File: config.mk
export PLATFORM = sky130hd
export DESIGN_NAME = reg_delay_line_a_flat
export DESIGN_NICKNAME = d
export VERILOG_FILES = /design/src/rtl/reg_delay_line_a_if.sv /design/src/rtl/reg_delay_line_a.sv /design/src/flat_wrapper.sv
export SDC_FILE = /design/constraint.sdc
export NUM_CORES = 1
export LEC_CHECK = 0
export ABC_CLOCK_PERIOD_IN_PS = 1900
export BUFFER_PORTS_ARGS = -buffer_cell sky130_fd_sc_hd__clkbuf_2
export CELL_PAD_IN_SITES_DETAIL_PLACEMENT = 1
export CELL_PAD_IN_SITES_GLOBAL_PLACEMENT = 2
export CORE_UTILIZATION = 29
export DETAILED_ROUTE_END_ITERATION = 6
export MAX_ROUTING_LAYER = met4
export PLACE_DENSITY_LB_ADDON = 0.1
export SLEW_MARGIN = 20
export SYNTH_ARGS = -nofsm -noshare
export SYNTH_HDL_FRONTEND = slang
export SYNTH_SLANG_ARGS = --single-unit
export TNS_END_PERCENT = 20
File: constraint.sdc
create_clock -name CLK -period 1.9 [get_ports CLK]
set_input_delay 0.57 -clock CLK [delete_from_list [all_inputs] [get_ports CLK]]
set_output_delay 0.57 -clock CLK [all_outputs]
set_load 0.05 [all_outputs]
File: src/rtl/reg_delay_line_a_if.sv
`default_nettype none
//------------------------------------------------------------------------------
// Module      : reg_delay_line_a_if
// Description : Bus bundle for reg_delay_line_a. The master drives the advance,
//               flush and stage-0 data/valid; the slave (the delay line)
//               returns the last stage, occupancy count and empty flag.
// Revision    : 1.0 - initial release
//------------------------------------------------------------------------------
interface reg_delay_line_a_if #(
  parameter int WIDTH = 1,
  parameter int DEPTH = 2
);
  // Count width: ceil(log2(DEPTH+1)), never below one bit.
  localparam int C_CW = ($clog2(DEPTH + 1) > 1) ? $clog2(DEPTH + 1) : 1;

  logic             EN;
  logic             CLR;
  logic [WIDTH-1:0] D_IN;
  logic             D_IN_VALID;
  logic [WIDTH-1:0] Q_OUT;
  logic             Q_OUT_VALID;
  logic [C_CW-1:0]  COUNT;
  logic             EMPTY;

  modport master (
    output EN, CLR, D_IN, D_IN_VALID,
    input  Q_OUT, Q_OUT_VALID, COUNT, EMPTY
  );

  modport slave (
    input  EN, CLR, D_IN, D_IN_VALID,
    output Q_OUT, Q_OUT_VALID, COUNT, EMPTY
  );
endinterface
`default_nettype wire

File: src/rtl/reg_delay_line_a.sv
`default_nettype none
//------------------------------------------------------------------------------
// Module      : reg_delay_line_a
// Description : DEPTH-stage register delay line with per-stage valid bits,
//               asynchronous active-low reset, enable-gated advance,
//               synchronous flush (CLR beats EN) and an occupancy counter.
//               All outputs come straight from registers.
// Revision    : 1.0 - initial release
//------------------------------------------------------------------------------
`ifndef BSV_ASSIGNMENT_DELAY
`define BSV_ASSIGNMENT_DELAY
`endif

module reg_delay_line_a #(
  parameter int               WIDTH = 1,
  parameter int               DEPTH = 2,
  parameter logic [WIDTH-1:0] INIT  = '0
) (
  input  logic               CLK,
  input  logic               RST_N,
  reg_delay_line_a_if.slave  bus
);

  localparam int C_CW = ($clog2(DEPTH + 1) > 1) ? $clog2(DEPTH + 1) : 1;
  // One extra bit so an over/underflow is visible to the range check.
  localparam int C_NW = C_CW + 1;

  logic [WIDTH-1:0] r_data [DEPTH];
  logic [DEPTH-1:0] r_vld;
  logic [C_CW-1:0]  r_cnt;
  logic             r_empty;
  logic [C_NW-1:0]  w_cnt_next;

  // Occupancy after an enabled advance: one in from D_IN, one out of the last stage.
  assign w_cnt_next = {1'b0, r_cnt} + C_NW'(bus.D_IN_VALID) - C_NW'(r_vld[DEPTH-1]);

  // Stage shift, valid tracking and counter; flush clears valids only, data is kept.
  always_ff @(posedge CLK or negedge RST_N) begin
    if (!RST_N) begin
      for (int i = 0; i < DEPTH; i++) begin
        r_data[i] <= `BSV_ASSIGNMENT_DELAY INIT;
      end
      r_vld   <= `BSV_ASSIGNMENT_DELAY '0;
      r_cnt   <= `BSV_ASSIGNMENT_DELAY '0;
      r_empty <= `BSV_ASSIGNMENT_DELAY 1'b1;
    end else if (bus.CLR) begin
      r_vld   <= `BSV_ASSIGNMENT_DELAY '0;
      r_cnt   <= `BSV_ASSIGNMENT_DELAY '0;
      r_empty <= `BSV_ASSIGNMENT_DELAY 1'b1;
    end else if (bus.EN) begin
      r_data[0] <= `BSV_ASSIGNMENT_DELAY bus.D_IN;
      r_vld[0]  <= `BSV_ASSIGNMENT_DELAY bus.D_IN_VALID;
      for (int i = 1; i < DEPTH; i++) begin
        r_data[i] <= `BSV_ASSIGNMENT_DELAY r_data[i-1];
        r_vld[i]  <= `BSV_ASSIGNMENT_DELAY r_vld[i-1];
      end
      r_cnt   <= `BSV_ASSIGNMENT_DELAY w_cnt_next[C_CW-1:0];
      r_empty <= `BSV_ASSIGNMENT_DELAY (w_cnt_next == '0);
    end
  end

  assign bus.Q_OUT       = r_data[DEPTH-1];
  assign bus.Q_OUT_VALID = r_vld[DEPTH-1];
  assign bus.COUNT       = r_cnt;
  assign bus.EMPTY       = r_empty;

`ifndef SYNTHESIS
  // The counter must stay within 0..DEPTH; a wrap shows up as a large value.
  always @(posedge CLK) begin
    if (RST_N && !bus.CLR && bus.EN) begin
      assert (w_cnt_next <= C_NW'(DEPTH))
        else $error("reg_delay_line_a: occupancy counter out of range (%0d)", w_cnt_next);
    end
  end
`endif

endmodule
`default_nettype wire

File: src/flat_wrapper.sv
// flat-port wrapper written by rule: the top's interface ports become plain ports
module reg_delay_line_a_flat 
#(
  parameter int               WIDTH = 1,
  parameter int               DEPTH = 2,
  parameter logic [WIDTH-1:0] INIT  = '0
)
  (CLK, RST_N, bus_EN, bus_CLR, bus_D_IN, bus_D_IN_VALID, bus_Q_OUT, bus_Q_OUT_VALID, bus_COUNT, bus_EMPTY);
  reg_delay_line_a_if #(.WIDTH(WIDTH), .DEPTH(DEPTH)) bus_i ();
  input  logic CLK;
  input  logic RST_N;
  input wire logic [$bits(bus_i.EN)-1:0] bus_EN;
  input wire logic [$bits(bus_i.CLR)-1:0] bus_CLR;
  input wire logic [$bits(bus_i.D_IN)-1:0] bus_D_IN;
  input wire logic [$bits(bus_i.D_IN_VALID)-1:0] bus_D_IN_VALID;
  output wire logic [$bits(bus_i.Q_OUT)-1:0] bus_Q_OUT;
  output wire logic [$bits(bus_i.Q_OUT_VALID)-1:0] bus_Q_OUT_VALID;
  output wire logic [$bits(bus_i.COUNT)-1:0] bus_COUNT;
  output wire logic [$bits(bus_i.EMPTY)-1:0] bus_EMPTY;
  assign bus_i.EN = bus_EN;
  assign bus_i.CLR = bus_CLR;
  assign bus_i.D_IN = bus_D_IN;
  assign bus_i.D_IN_VALID = bus_D_IN_VALID;
  assign bus_Q_OUT = bus_i.Q_OUT;
  assign bus_Q_OUT_VALID = bus_i.Q_OUT_VALID;
  assign bus_COUNT = bus_i.COUNT;
  assign bus_EMPTY = bus_i.EMPTY;
  reg_delay_line_a #(.WIDTH(WIDTH), .DEPTH(DEPTH), .INIT(INIT)) u_core (.CLK(CLK), .RST_N(RST_N), .bus(bus_i));
endmodule
After elaboration in Yosys (flattened, before gate mapping)
Cells that the tools add are included. Widths: inputs -> output; s select.

Register bits: 7. Bits of input ports: 6. Word-level logic and storage cells: 17.

Add/sub/neg operators: 2. Multiplexer cells: 6. Bitwise logic cells: 1. Reduce and logical (&&, ||, !) cells: 3.

Operator list (number): $mux 2 (4); $add 2x1->3 (1); $logic_not 3->1 (1); $sub 3x1->3 (1); $mux 1 (2); $reduce_and 2->1 (1); $reduce_bool 2->1 (1); $not 1->1 (1).

Longest topological paths before layout
Depth after elaboration: 5. Gate-level depth with buffers: 8. Mapped depth without buffers: 8.

Worst setup path before layout
OpenSTA, ideal clock, no wires.

Path type: register to register. From: reg u_core.r_cnt[0] (netlist: u_core.bus.COUNT[0]). To: reg u_core.r_empty (netlist: u_core.bus.EMPTY). Setup time: 98 ps. Arrival time: 2005 ps. Required time: 1802 ps. Slack: -203 ps. Stages on the path, launching flop included: 9. Path through: dfrtp_1 -> inv_1 -> ha_1 -> inv_1 -> ha_1 -> inv_1 -> fa_1 -> xor2_1 -> o311ai_1.

Cells in the longest elaborated chain, start to end: 5.

Ends and longest elaborated chain: from (decl) (line reg_delay_line_a.sv:30) `logic [C_CW-1:0] r_cnt;`; from (signal assigned) (line reg_delay_line_a.sv:44) `` r_cnt <= `BSV_ASSIGNMENT_DELAY '0; ``; from (signal assigned) (line reg_delay_line_a.sv:48) `` r_cnt <= `BSV_ASSIGNMENT_DELAY '0; ``; from (signal assigned) (line reg_delay_line_a.sv:57) `` r_cnt <= `BSV_ASSIGNMENT_DELAY w_cnt_next[C_CW-1:0]; ``; $add 2x1->3 (line reg_delay_line_a.sv:35) `assign w_cnt_next = {1'b0, r_cnt} + C_NW'(bus.D_IN_VALID) - C_NW'(r_vld[DEPTH-1]);`; $sub 3x1->3 (line reg_delay_line_a.sv:35); $logic_not 3->1 (line reg_delay_line_a.sv:58) `` r_empty <= `BSV_ASSIGNMENT_DELAY (w_cnt_next == '0); ``; $mux 1 (line reg_delay_line_a.sv:50) `end else if (bus.EN) begin`; $mux 1 (line reg_delay_line_a.sv:46) `end else if (bus.CLR) begin`; to (signal assigned) (line reg_delay_line_a.sv:45) `` r_empty <= `BSV_ASSIGNMENT_DELAY 1'b1; ``; to (signal assigned) (line reg_delay_line_a.sv:49) `` r_empty <= `BSV_ASSIGNMENT_DELAY 1'b1; ``; to (signal assigned) (line reg_delay_line_a.sv:58); to (decl) (line reg_delay_line_a.sv:31) `logic r_empty;`.

Every way passes these cells. The select of a mux whose other input is x is not followed. A chain may end at the register's enable or synchronous reset.

Worst setup path in the final report
Ends and elaborated chain as after synthesis.

==> results.yml <==
floorplanning:
  rows: 12
  die_x_um: 38.1
  boundaryPins: 11
  die-area_sq_mm: 0.00145
  core_sq_mm: 0.00116
  initial_core_util_pct: 32.7
  fp.dieH_um: 38.1
synth:
  synth_most_common_cell: "dfrtp_1"
  ys_top_cells_by_count: "dfrtp_1, inv_1, mux2i_1, nand2b_1, nor2_1"
  ys_seq_area_share_pct: 46.7
  synth_edf_count: 0
  synth.top_cell.area_share_pct: 39.7
  synthTopCellsByArea: "dfrtp_1, mux2i_1, mux2_4"
  syn-num-nets: 40
  async_flop_share_pct: 100
  yosysWarnings: 0
  synth-main-ff-cell: "dfrtp_1"
  ys_seq_elements: 7
  netlist-cell-type-count: 15
  syn_inst: 31
  syn_avg_cell_area_sq_um: 12.2
  yosysTopAreaCell: "dfrtp_1"
  syn-cell-area_sq_um: 378
global_routing:
  overflow: 0
  grt_max_degree: 9
  grt_pass1_vias: 301
  grt_usage_pct: 14.6
  antenna_found_initial: 0
  grt_pass1_wl_um: 1300
sta:
  max_freq_ghz: 0.554
  slew_violations: 0
  whs_ps: 133
  fin_ws_ps: 96.1
  final-setup-viol-count: 0
  fin_crit_sh_pct: 94.9
  worst_slew_pin_slew_ps: 279
  rsz0062_at_grt: "false"
  final.min_clock_period_ps: 1800
  slew_headroom_pct: 81.5
  skew_ps: 7.42
  final_hold_viol_count: 0
placement:
  dp_hpwl_um: 525
  place.port_buffers: 10
  place_congestion: 0.651
  dp_cells: 54
  place_area_sq_um: 437
  dpl_worst_slack_ps: 62.8
cts:
  cts.htree.levels: 1
  cts_sinks: 7
  worstSkewPairLatency_ps: 260
  cts_inserted_buffers: 3
  clk_pin_slew_ps: 60
  cts_root_buffer: "clkbuf_4"
  cts_tree: "built"
  post-cts-setup-buffers: 0
  clk_path_buf_depth: 2
critical_path:
  required_ps: 2060
  cp_max_fo: 3
  r2r_cells: 8
  end_kind: "flop"
  crit_arrival_ps: 1960
  cp-start-kind: "flop"
  cp-startpoint: "u_core.bus.COUNT[0]"
  reg2reg_slack_ps: 100
  r2r-start: "u_core.bus.COUNT[0]"
  crit_type: "flop to flop"
drt:
  drc: 0
  final_antenna_net_count: 0
  drtIter0Drc: 2
  routed_wl_um: 663
  wl_per_cell_um: 11.4
  viasPerCell: 4.50
  first_pass_iters: 4
  num_vias: 261
final_layout:
  regArea_sq_um: 179
  fillers: 127
  antenna_cells: 0
  nNetsFinal: 54
  final-instance-count-excl-fill: 58
  multi_input_area_sq_um: 203
  drive_gt1_share_pct: 59.1
  area_growth_pct: 30.1
  design_area_sq_um: 492
pwr:
  p_leak_nw: 0.248
  peakVddDrop_mv: 0.430
  p_per_area_mw_per_mm2: 906
  power_mw: 0.446
run:
  maxCapViolations: 0
run_status:
  outcome: "finished clean"
hold_path:
  hp-class: "input port to asynchronous set/reset pin"
==> state kept, by name (all words and copies together), names as in the netlist <==
signal / flops
u_core.bus.COUNT: 2
u_core.r_data: 1
u_core.bus.Q_OUT: 1
u_core.bus.EMPTY: 1
u_core.r_vld: 2
==> placed cells by master, fill, tap and decap left out <==
cell | synthesis | final
nor2b_4 | 1 | 1
ha_4 | 0 | 2
a21oi_1 | 1 | 1
nand2_1 | 1 | 1
nand2b_1 | 3 | 3
mux2i_1 | 3 | 3
xor2_1 | 1 | 1
clkinv_2 | 0 | 1
o311ai_1 | 1 | 1
dfrtp_2 | 0 | 2
clkbuf_4 | 0 | 3
clkbuf_2 | 0 | 10
fa_2 | 0 | 1
mux2_4 | 2 | 2
inv_2 | 0 | 3
dfrtp_1 | 6 | 4
nor2_1 | 3 | 3
inv_1 | 4 | 1
dfstp_2 | 1 | 1
==> power breakdown <==
part,internal (mW),switching [mW],total (mW)
Sequential,0.168,0.0117,0.180
Clock,0.0772,0.0617,0.139
Combinational,0.0482,0.0791,0.127
==> critical path, cell delays in order, from the launching register on <==
cell and delay (ps):
dfrtp_2 410, inv_2 70, ha_4 190, inv_2 60
ha_4 120, inv_2 30, fa_2 530, nand2_1 60
o311ai_1 230
==> worst paths after layout <==
check | endpoint
min reg2reg | u_core.bus.Q_OUT
max in group asynchronous | u_core.bus.EMPTY
min | u_core.bus.COUNT[0]
max reg2reg | u_core.bus.EMPTY
max | u_core.bus.EMPTY
min in group CLK | u_core.bus.Q_OUT
==> logic make-up (layout without fill, tap and decap cells) <==
| family | after synthesis | after routing | synth area share [%] |
|---|---|---|---|
| flops | 7 | 7 | 46.7 |
| fa+ha+maj | 3 | 3 | 11.9 |
| mux | 5 | 5 | 15.9 |
| simple gates | 8 | 8 | 12.6 |
| xor+xnor | 1 | 1 | 2.32 |
| buf+inv | 5 | 18 | 6.95 |
| compound gates | 2 | 2 | 3.64 |
==> repair_timing <==
action / 4_1_cts / 5_1_grt
endpoints found under the setup margin: 0 / 1
resized for setup: 0 / 6
hold buffers: 0 / 0
==> through the flow <==
step	utilization [%]	setup TNS (ps)
2_1_floorplan	-	-15.9
3_3_place_gp	37.8	0
3_5_place_dp	37.8	0
4_1_cts	40.2	0
5_1_grt	42.5	0
6_report	42.5	0
==> area by class of cell <==
| type | instances | area share (%) |
|---|---|---|
| Multi-Input combinational cell | 19 | 41.2 |
| Sequential cell | 7 | 36.4 |
| Timing Repair Buffer | 10 | 10.2 |
| Clock buffer | 3 | 4.58 |
| Tap cell | 14 | 3.56 |
| Inverter | 4 | 3.05 |
| Clock inverter | 1 | 1.02 |
==> per-layer routing <==
metal | global-route usage (%) | wire length [um] | part of all wire, % | up-vias
li1 | - | - | - | 128
met1 | 15.2 | 280 | 42 | 119
met2 | 21.2 | 299 | 45 | 10
met3 | 5.23 | 54 | 8.1 | 4
met4 | 13.4 | 29 | 4.4 | 0
met5 | - | 0 | 0 | -
No activity file was read; power rests on OpenSTA's default activity.
